### src/rtl/tick_gen_ctrl_if.sv
// Board-side signal bundle for the tick generator: raw pushbuttons in,
// counter increment enable and status levels out.
interface tick_gen_ctrl_if;
    logic btn_run;
    logic btn_step;
    logic tick;
    logic running;
    logic run_db;
    logic step_db;

    modport master (output btn_run, btn_step, input tick, running, run_db, step_db);
    modport slave  (input btn_run, btn_step, output tick, running, run_db, step_db);
endinterface

### src/rtl/tick_gen_ctrl.sv
// Run/stop and single-step tick source for the LED counter: per-button
// synchronizer + debouncer, a two-state run FSM and a DIV-cycle prescaler.

module tick_gen_db #(
    parameter int DB_CYCLES = 500000,
    parameter int CW        = 20
) (
    input  logic inclk,
    input  logic rst_n,
    input  logic btn,
    output logic db,
    output logic fall
);
    logic [1:0]    sync;
    logic [CW-1:0] cnt;
    logic          lvl;

    assign lvl = sync[1];

    always_ff @(posedge inclk or negedge rst_n) begin
        if (!rst_n) begin
            sync <= 2'b11;
            cnt  <= '0;
            db   <= 1'b1;
            fall <= 1'b0;
        end else begin
            sync <= {sync[0], btn};
            fall <= 1'b0;
            if (lvl == db) begin
                cnt <= '0;
            end else if (cnt == CW'(DB_CYCLES - 1)) begin
                // Level held long enough: accept it; only a 1->0 edge is an event.
                cnt  <= '0;
                db   <= lvl;
                fall <= db;
            end else begin
                cnt <= cnt + 1'b1;
            end
        end
    end
endmodule

module tick_gen_ctrl #(
    parameter int DIV       = 6250000,
    parameter int DB_CYCLES = 500000
) (
    input  logic           inclk,
    input  logic           rst_n,
    tick_gen_ctrl_if.slave bus
);
    function automatic int clogb2(input int v);
        int r;
        r = 0;
        for (int i = 0; i < 31; i++)
            if ((1 << i) < v) r = i + 1;
        return r;
    endfunction

    localparam int NUM_BTN = 2;
    localparam int DW      = clogb2(DIV);
    localparam int CW      = clogb2(DB_CYCLES) + 1;
    localparam logic [DW-1:0] DIV_LAST = DW'(DIV - 1);

    typedef enum logic {STOPPED, RUNNING} state_t;

    // Lane 0 = run button, lane 1 = step button.
    logic [NUM_BTN-1:0] btn_raw;
    logic [NUM_BTN-1:0] db_lvl;
    logic [NUM_BTN-1:0] press;

    assign btn_raw = {bus.btn_step, bus.btn_run};

    tick_gen_db #(.DB_CYCLES(DB_CYCLES), .CW(CW)) u_db [NUM_BTN-1:0] (
        .inclk (inclk),
        .rst_n (rst_n),
        .btn   (btn_raw),
        .db    (db_lvl),
        .fall  (press)
    );

    state_t        state;
    logic [DW-1:0] div_cnt;
    logic          tick_r;

    always_ff @(posedge inclk or negedge rst_n) begin
        if (!rst_n) begin
            state   <= STOPPED;
            div_cnt <= '0;
            tick_r  <= 1'b0;
        end else begin
            case (state)
                STOPPED: begin
                    div_cnt <= '0;
                    if (press[0]) begin
                        state  <= RUNNING;
                        tick_r <= 1'b0;
                    end else begin
                        tick_r <= press[1];
                    end
                end
                RUNNING: begin
                    // Step presses are ignored while running.
                    if (press[0]) begin
                        state   <= STOPPED;
                        div_cnt <= '0;
                        tick_r  <= 1'b0;
                    end else begin
                        tick_r  <= (div_cnt == DIV_LAST);
                        div_cnt <= (div_cnt == DIV_LAST) ? '0 : div_cnt + 1'b1;
                    end
                end
                default: begin
                    state   <= STOPPED;
                    div_cnt <= '0;
                    tick_r  <= 1'b0;
                end
            endcase
        end
    end

    assign bus.tick    = tick_r;
    assign bus.running = (state == RUNNING);
    assign bus.run_db  = db_lvl[0];
    assign bus.step_db = db_lvl[1];
endmodule

### src/flat_wrapper.sv
// flat-port wrapper written by rule: the top's interface ports become plain ports
module tick_gen_ctrl_flat 
#(
    parameter int DIV       = 6250000,
    parameter int DB_CYCLES = 500000
)
  (inclk, rst_n, bus_btn_run, bus_btn_step, bus_tick, bus_running, bus_run_db, bus_step_db);
  tick_gen_ctrl_if bus_i ();
  input  logic inclk;
  input  logic rst_n;
  input wire logic [$bits(bus_i.btn_run)-1:0] bus_btn_run;
  input wire logic [$bits(bus_i.btn_step)-1:0] bus_btn_step;
  output wire logic [$bits(bus_i.tick)-1:0] bus_tick;
  output wire logic [$bits(bus_i.running)-1:0] bus_running;
  output wire logic [$bits(bus_i.run_db)-1:0] bus_run_db;
  output wire logic [$bits(bus_i.step_db)-1:0] bus_step_db;
  assign bus_i.btn_run = bus_btn_run;
  assign bus_i.btn_step = bus_btn_step;
  assign bus_tick = bus_i.tick;
  assign bus_running = bus_i.running;
  assign bus_run_db = bus_i.run_db;
  assign bus_step_db = bus_i.step_db;
  tick_gen_ctrl #(.DIV(DIV), .DB_CYCLES(DB_CYCLES)) u_core (.inclk(inclk), .rst_n(rst_n), .bus(bus_i));
endmodule
### config.mk
export PLATFORM = sky130hd
export DESIGN_NAME = tick_gen_ctrl_flat
export DESIGN_NICKNAME = d
export VERILOG_FILES = /design/src/rtl/tick_gen_ctrl_if.sv /design/src/rtl/tick_gen_ctrl.sv /design/src/flat_wrapper.sv
export SDC_FILE = /design/constraint.sdc
export NUM_CORES = 1
export LEC_CHECK = 0
export CAP_MARGIN = 0
export CORE_AREA = 2 2 78 80
export CTS_BUF_LIST = sky130_fd_sc_hd__clkbuf_4 sky130_fd_sc_hd__clkbuf_8
export DETAILED_ROUTE_END_ITERATION = 8
export DIE_AREA = 0 0 80 82
export PLACE_DENSITY = 0.77
export REMOVE_ABC_BUFFERS = 1
export SLEW_MARGIN = 20
export SYNTH_ARGS = -nofsm -noshare
export SYNTH_HDL_FRONTEND = slang
export SYNTH_SLANG_ARGS = --single-unit
### constraint.sdc
create_clock -name inclk -period 4.3 [get_ports inclk]
set_clock_uncertainty 0.1 [all_clocks]
set_input_delay 1.29 -clock inclk [delete_from_list [all_inputs] [get_ports inclk]]
set_output_delay 1.29 -clock inclk [all_outputs]
set_load 0.05 [all_outputs]
==> results of run 1 <==
[logic make-up after synthesis]
group / synth area share (%)
compound gates: 9.336
xor+xnor: 8.811
fa+ha+maj: 1.049
buf+inv: 2.902
flops: 51.26
mux: 0.6293
simple gates: 26.01
[state kept, by name, summed over array words and instances, names as in the netlist]
signal / flops
u_core.bus.tick: 1
u_core.u_db.fall: 2
u_core.div_cnt: 23
u_core.u_db.db: 2
u_core.bus.running: 1
u_core.u_db.cnt: 40
u_core.u_db.sync: 4
[layer usage]
metal | wire length, um | up-vias | global-route usage, %
li1 | - | 1326 | -
met2 | 3103 | 47 | 35.33
met3 | 216 | 7 | 5.714
met1 | 3044 | 1329 | 28.96
met5 | 0 | - | 0
met4 | 80 | 0 | 9.153
[cells in the mapped netlist, types with 2 or more instances]
cell type	number
dfstp_2	6
clkbuf_1	5
xnor2_1	27
nand2_1	27
o21ai_0	8
dfrtp_1	67
o31ai_1	16
nand3_2	3
nand4_1	11
or3_1	15
xor2_1	9
inv_1	11
a21oi_1	24
nor3b_1	2
nor4_1	13
buf_2	8
ha_1	3
or2_2	3
or4_1	19
nor3_1	3
nand3_1	20
mux2_2	2
and3_1	4
nor2_1	49
[power by group]
group	switching [mW]	internal, mW
sequential	0.00613	0.694
clock	0.248	0.357
combinational	0.0229	0.00799
[area by class of cell]
cell class,instances,area [um^2]
clock buffers,12,152.6
clock inverters,4,76.32
fillers,445,1832
inverters,11,41.29
multi-input cells,268,1640
flip-flops and latches,73,1834
well taps,75,93.84
repair buffers,8,75.07
[worst min-delay path by stage]
stage	start	end	slack (ns)	depth (start not counted)
after detailed placement	u_core.u_db[0].sync[0]$_DFF_PN1_	u_core.u_db[0].sync[1]$_DFF_PN1_	0.25	0
after global placement	u_core.u_db[0].sync[0]$_DFF_PN1_	u_core.u_db[0].sync[1]$_DFF_PN1_	0.25	0
after CTS	u_core.u_db[0].sync[0]$_DFF_PN1_	u_core.u_db[0].sync[1]$_DFF_PN1_	0.26	0
final	u_core.u_db[0].sync[0]$_DFF_PN1_	u_core.u_db[0].sync[1]$_DFF_PN1_	0.26	0
after global routing	u_core.u_db[0].sync[0]$_DFF_PN1_	u_core.u_db[0].sync[1]$_DFF_PN1_	0.26	0
after floorplan	u_core.u_db[0].sync[0]$_DFF_PN1_	u_core.u_db[0].sync[1]$_DFF_PN1_	0.25	0
==> impl_metrics.yaml, run 1 <==
clocking:
  cts-htree-levels: 3
  cts_root_buffer: "clkbuf_8"
  clk_latency_ns: 0.34
  clk_pin_slew_worst_paths_ns: 0.08
  cts_resized: 0
  cts_tree: "yes"
  clock-sinks: 73
  clk_path_buf_depth: 2
  cts_made_buffers: 9
  cts_hold_buf: 0
  postCtsSetupBuffers: 0
critical_path:
  cp_cell_sequence: "clkdlybuf4s50_1"
  cp-start-kind: "register"
  critPathLaunch: "u_core.u_db[1].db$_DFFE_PN1P_"
  critPathCaptureType: "primary output"
  cp.arrival_ns: 1.70
  cp.required_ns: 2.91
  crit_fanout: 4
  timing_worst_setup_path_type: "register to primary output"
  r2r_setup_slack_ns: 2.09
  slowest_delay_ns: 0.80
  worstSetupPathDepth: 1
  critical-path-top-delay-family: "buffers and inverters"
  r2r_cells: 4
  cp_num_buf_inv: 1
  r2r-start: "u_core.div_cnt[4]$_DFF_PN0_"
  slowest_stage: "clkdlybuf4s50_1"
  r2r_end: "u_core.div_cnt[21]$_DFF_PN0_"
  cp-endpoint: "bus_step_db"
pwr:
  peakVddDrop_uv: 264.5
  p_per_area_mw_per_mm2: 341.4
  leakagePower_nw: 1.429
  finalPower_mw: 1.336
sta:
  fin_tns_setup_ns: 0
  whs_ns: 0.2564
  max_freq_mhz: 323.5
  hold_viol: 0
  tightest_slew_ns: 0.8819
  relSlewSlack_pct: 41.21
  rsz0062_at_grt: "no"
  layout_worst_path_cycle_share_pct: 71.90
  finalSetupViolCount: 0
  final_max_slew_viol_count: 0
  worst_slack_ns: 1.208
  period_needed_ns: 3.092
yosys:
  netlist-cell-type-count: 35
  netlist_area_mm2: 0.003578
  synth_edf_count: 0
  yosys.area.top_type: "dfrtp_1"
  avgSynthCellArea_um2: 9.777
  synthTopCellsByArea: "dfrtp_1 (47%), xnor2_1 (6.6%), nor2_1 (5.1%)"
  yosysSeqAreaShare_pct: 51.26
  ys_ff_latch: 73
  async_flop_share_pct: 100.0
  postSynthCellCount: 366
  synth_warnings: 0
  synth_top_area_share_pct: 46.85
  synth_top_flop_cell: "dfrtp_1"
global_routing:
  antenna_found_initial: 0
  grt_pass1_vias: 2508
  grt_max_degree: 74
  grt_pass1_wl_um: 11250
  grt_use_total_pct: 22.12
  overflow: 0
detailed_routing:
  drc: 0
  drt.antenna.violating_nets: 0
  wl_per_cell_um: 14.29
  num_vias: 2709
  drtIter0Drc: 184
  firstDrtPassIters: 4
  wl_um: 6444
  viasPerCell: 6.007
layout:
  fin_cells: 451
  design_area_mm2: 0.003914
  mostFrequentLayoutCell: "dfrtp_1"
  mostFrequentLayoutCells: "dfrtp_1 (67), nor2_1 (49), nand2_1 (27), xnor2_1 (27), a21oi_1 (24)"
  drive_gt1_share_pct: 9.840
  utilization_pct: 68.12
  nets: 378
  n_antenna_cell: 0
  area_growth_pct: 9.371
floorplanning:
  ios: 8
  start_util_pct: 62.28
  num_rows: 28
  die_w_um: 80
  die_h_um: 82
  dieArea_mm2: 0.006560
  core_area_mm2: 0.005746
placement:
  place_inst: 435
  dp_hpwl_um: 4161
  place_ws_ns: 1.576
  place.gp.congestion: 0.8070
  placed_cell_area_mm2: 0.003685
  port_buffers: 7
job:
  cap_violations: 0
worst_hold_path:
  hold_path.class: "register to register"
outcome:
  outcome: "complete, no violations"
Power figures use the tool's default switching activity.
==> inputs of run 2 (changes only) <==
clock period = 3.2 ns   (was 4.3 ns; I/O delays follow)
==> run 2 against run 1 <==
Net effect:
- critical path depth stayed put
- sequential power increased by 35%
- routed wire length grew 2.6%
- final cell count did not move
- utilization is 0.39 points lower
- cell area fell by 0.58%
- via count decreased by 1.4%
- combinational power grew 33%
- largest cell class unchanged
==> impl_metrics.yaml, run 2 (synthesized netlist as in run 1, its figures left out) <==
layout:
  n_antenna_cell: 0
  mostFrequentLayoutCell: "dfrtp_1"
  area_growth_pct: 8.741
  drive_gt1_share_pct: 9.840
  reg_top3: "u_core.u_db.cnt (40), u_core.div_cnt (23), u_core.u_db.sync (4)"
  regMostFlops: "u_core.u_db.cnt"
  mostFrequentLayoutCells: "dfrtp_1 (67), nor2_1 (49), nand2_1 (27), xnor2_1 (27), a21oi_1 (24)"
  largest_reg_flops: 40
  nets: 378
critical_path:
  slowest_stage: "clkdlybuf4s50_1"
  timing_worst_setup_path_type: "register to primary output"
  r2r-start: "u_core.u_db[1].cnt[15]$_DFF_PN0_"
  critPathCaptureType: "primary output"
  cp-start-kind: "register"
  critical-path-top-delay-family: "buffers and inverters"
  cp_cell_sequence: "clkdlybuf4s50_1"
  cp.arrival_ns: 1.70
  critPathLaunch: "u_core.u_db[1].db$_DFFE_PN1P_"
  cp_num_buf_inv: 1
  crit_fanout: 4
  slowest_delay_ns: 0.80
  cp.required_ns: 2.14
global_routing:
  grtUsageMet2_pct: 37.58
  grt_pass1_vias: 2579
  grt_use_met3_pct: 7.363
  grt_pass1_wl_um: 11720
  antenna_found_initial: 0
  overflow: 0
  grt_use_total_pct: 23.59
  busiest_layer: "met2"
  grt_use_met1_pct: 30.72
  grt_max_degree: 74
clocking:
  postCtsSetupBuffers: 0
  cts_root_buffer: "clkbuf_8"
  clk_path_buf_depth: 2
  cts_tree: "yes"
  clk_pin_slew_worst_paths_ns: 0.07
  cts_resized: 0
  cts-htree-levels: 3
  cts_made_buffers: 9
  clk_latency_ns: 0.35
  clock-sinks: 73
  cts_hold_buf: 0
detailed_routing:
  drt.antenna.violating_nets: 0
  wl_per_cell_um: 14.66
  firstDrtPassIters: 4
  wl_um: 6612
  drc: 0
  viasPerCell: 5.925
  num_vias: 2672
  drtIter0Drc: 148
placement:
  dp_hpwl_um: 4349
  port_buffers: 7
  place.gp.congestion: 0.8488
floorplanning:
  start_util_pct: 62.28
  num_rows: 28
  core_area_mm2: 0.005746
  die_w_um: 80
  ios: 8
  dieArea_mm2: 0.006560
  die_h_um: 82
pwr:
  finalPower_mw: 1.721
  p_per_area_mw_per_mm2: 442.2
  peakVddDrop_uv: 339.4
  leakagePower_nw: 1.425
sta:
  final_max_slew_viol_count: 0
  tightest_slew_ns: 0.8696
  fin_tns_setup_ns: 0
  rsz0062_at_grt: "no"
  period_needed_ns: 2.759
  hold_viol: 0
  finalSetupViolCount: 0
  relSlewSlack_pct: 42.03
  layout_worst_path_cycle_share_pct: 86.22
  max_freq_mhz: 362.5
outcome:
  outcome: "complete, no violations"
job:
  cap_violations: 0
worst_hold_path:
  hold_path.class: "register to register"
  hold_path_startpoint: "u_core.u_db[0].sync[0]$_DFF_PN1_"
[run 2: layout make-up]
cell class,count,area [um^2]
clock buffer,13,166.4
clock inverter,3,40.04
fill,445,1854
inverter,11,41.29
multi-input combinational,268,1640
sequential,73,1834
tap,75,93.84
timing repair buffer,8,75.07
[run 2: routing by layer]
metal | up-vias | part of all wire (%)
met2 | 34 | 48
met4 | 0 | 1.9
met3 | 9 | 3.1
met1 | 1301 | 47
li1 | 1328 | -
met5 | - | 0
[run 2: path summary, 6_finish.rpt]
check                                                         to  cells after the start  slack (ns)
worst max-delay path                                 bus_step_db                      1        0.44
worst min-delay path            u_core.u_db[0].sync[1]$_DFF_PN1_                      0        0.26
worst max register to register   u_core.u_db[1].cnt[7]$_DFF_PN0_                      4        0.98
worst min register to register  u_core.u_db[0].sync[1]$_DFF_PN1_                      0        0.26
max in group asynchronous        u_core.u_db[0].cnt[9]$_DFF_PN0_                      1        1.81
min in group asynchronous       u_core.u_db[0].cnt[16]$_DFF_PN0_                      1        0.62
[run 2: report_power, final]
group          total [mW]  switching (mW)  internal (mW)
sequential          0.942         0.00828          0.933
combinational      0.0412          0.0305         0.0107
clock               0.738           0.320          0.418
total                1.72           0.359           1.36
[run 2: metrics by stage]
step           setup WS [ns]  instance area (um^2)  cells  utilization (%)  hold WS, ns
6_report              0.4410                  3891    451            67.73       0.2559
2_1_floorplan         0.9532                  3516    352                -       0.2452
3_5_place_dp          0.8056                  3685    435            64.13       0.2472
5_1_grt               0.3939                  3891    451            67.73       0.2615
4_1_cts               0.4173                  3891    451            67.73       0.2573
3_3_place_gp          0.8096                  3685    435            64.13       0.2456
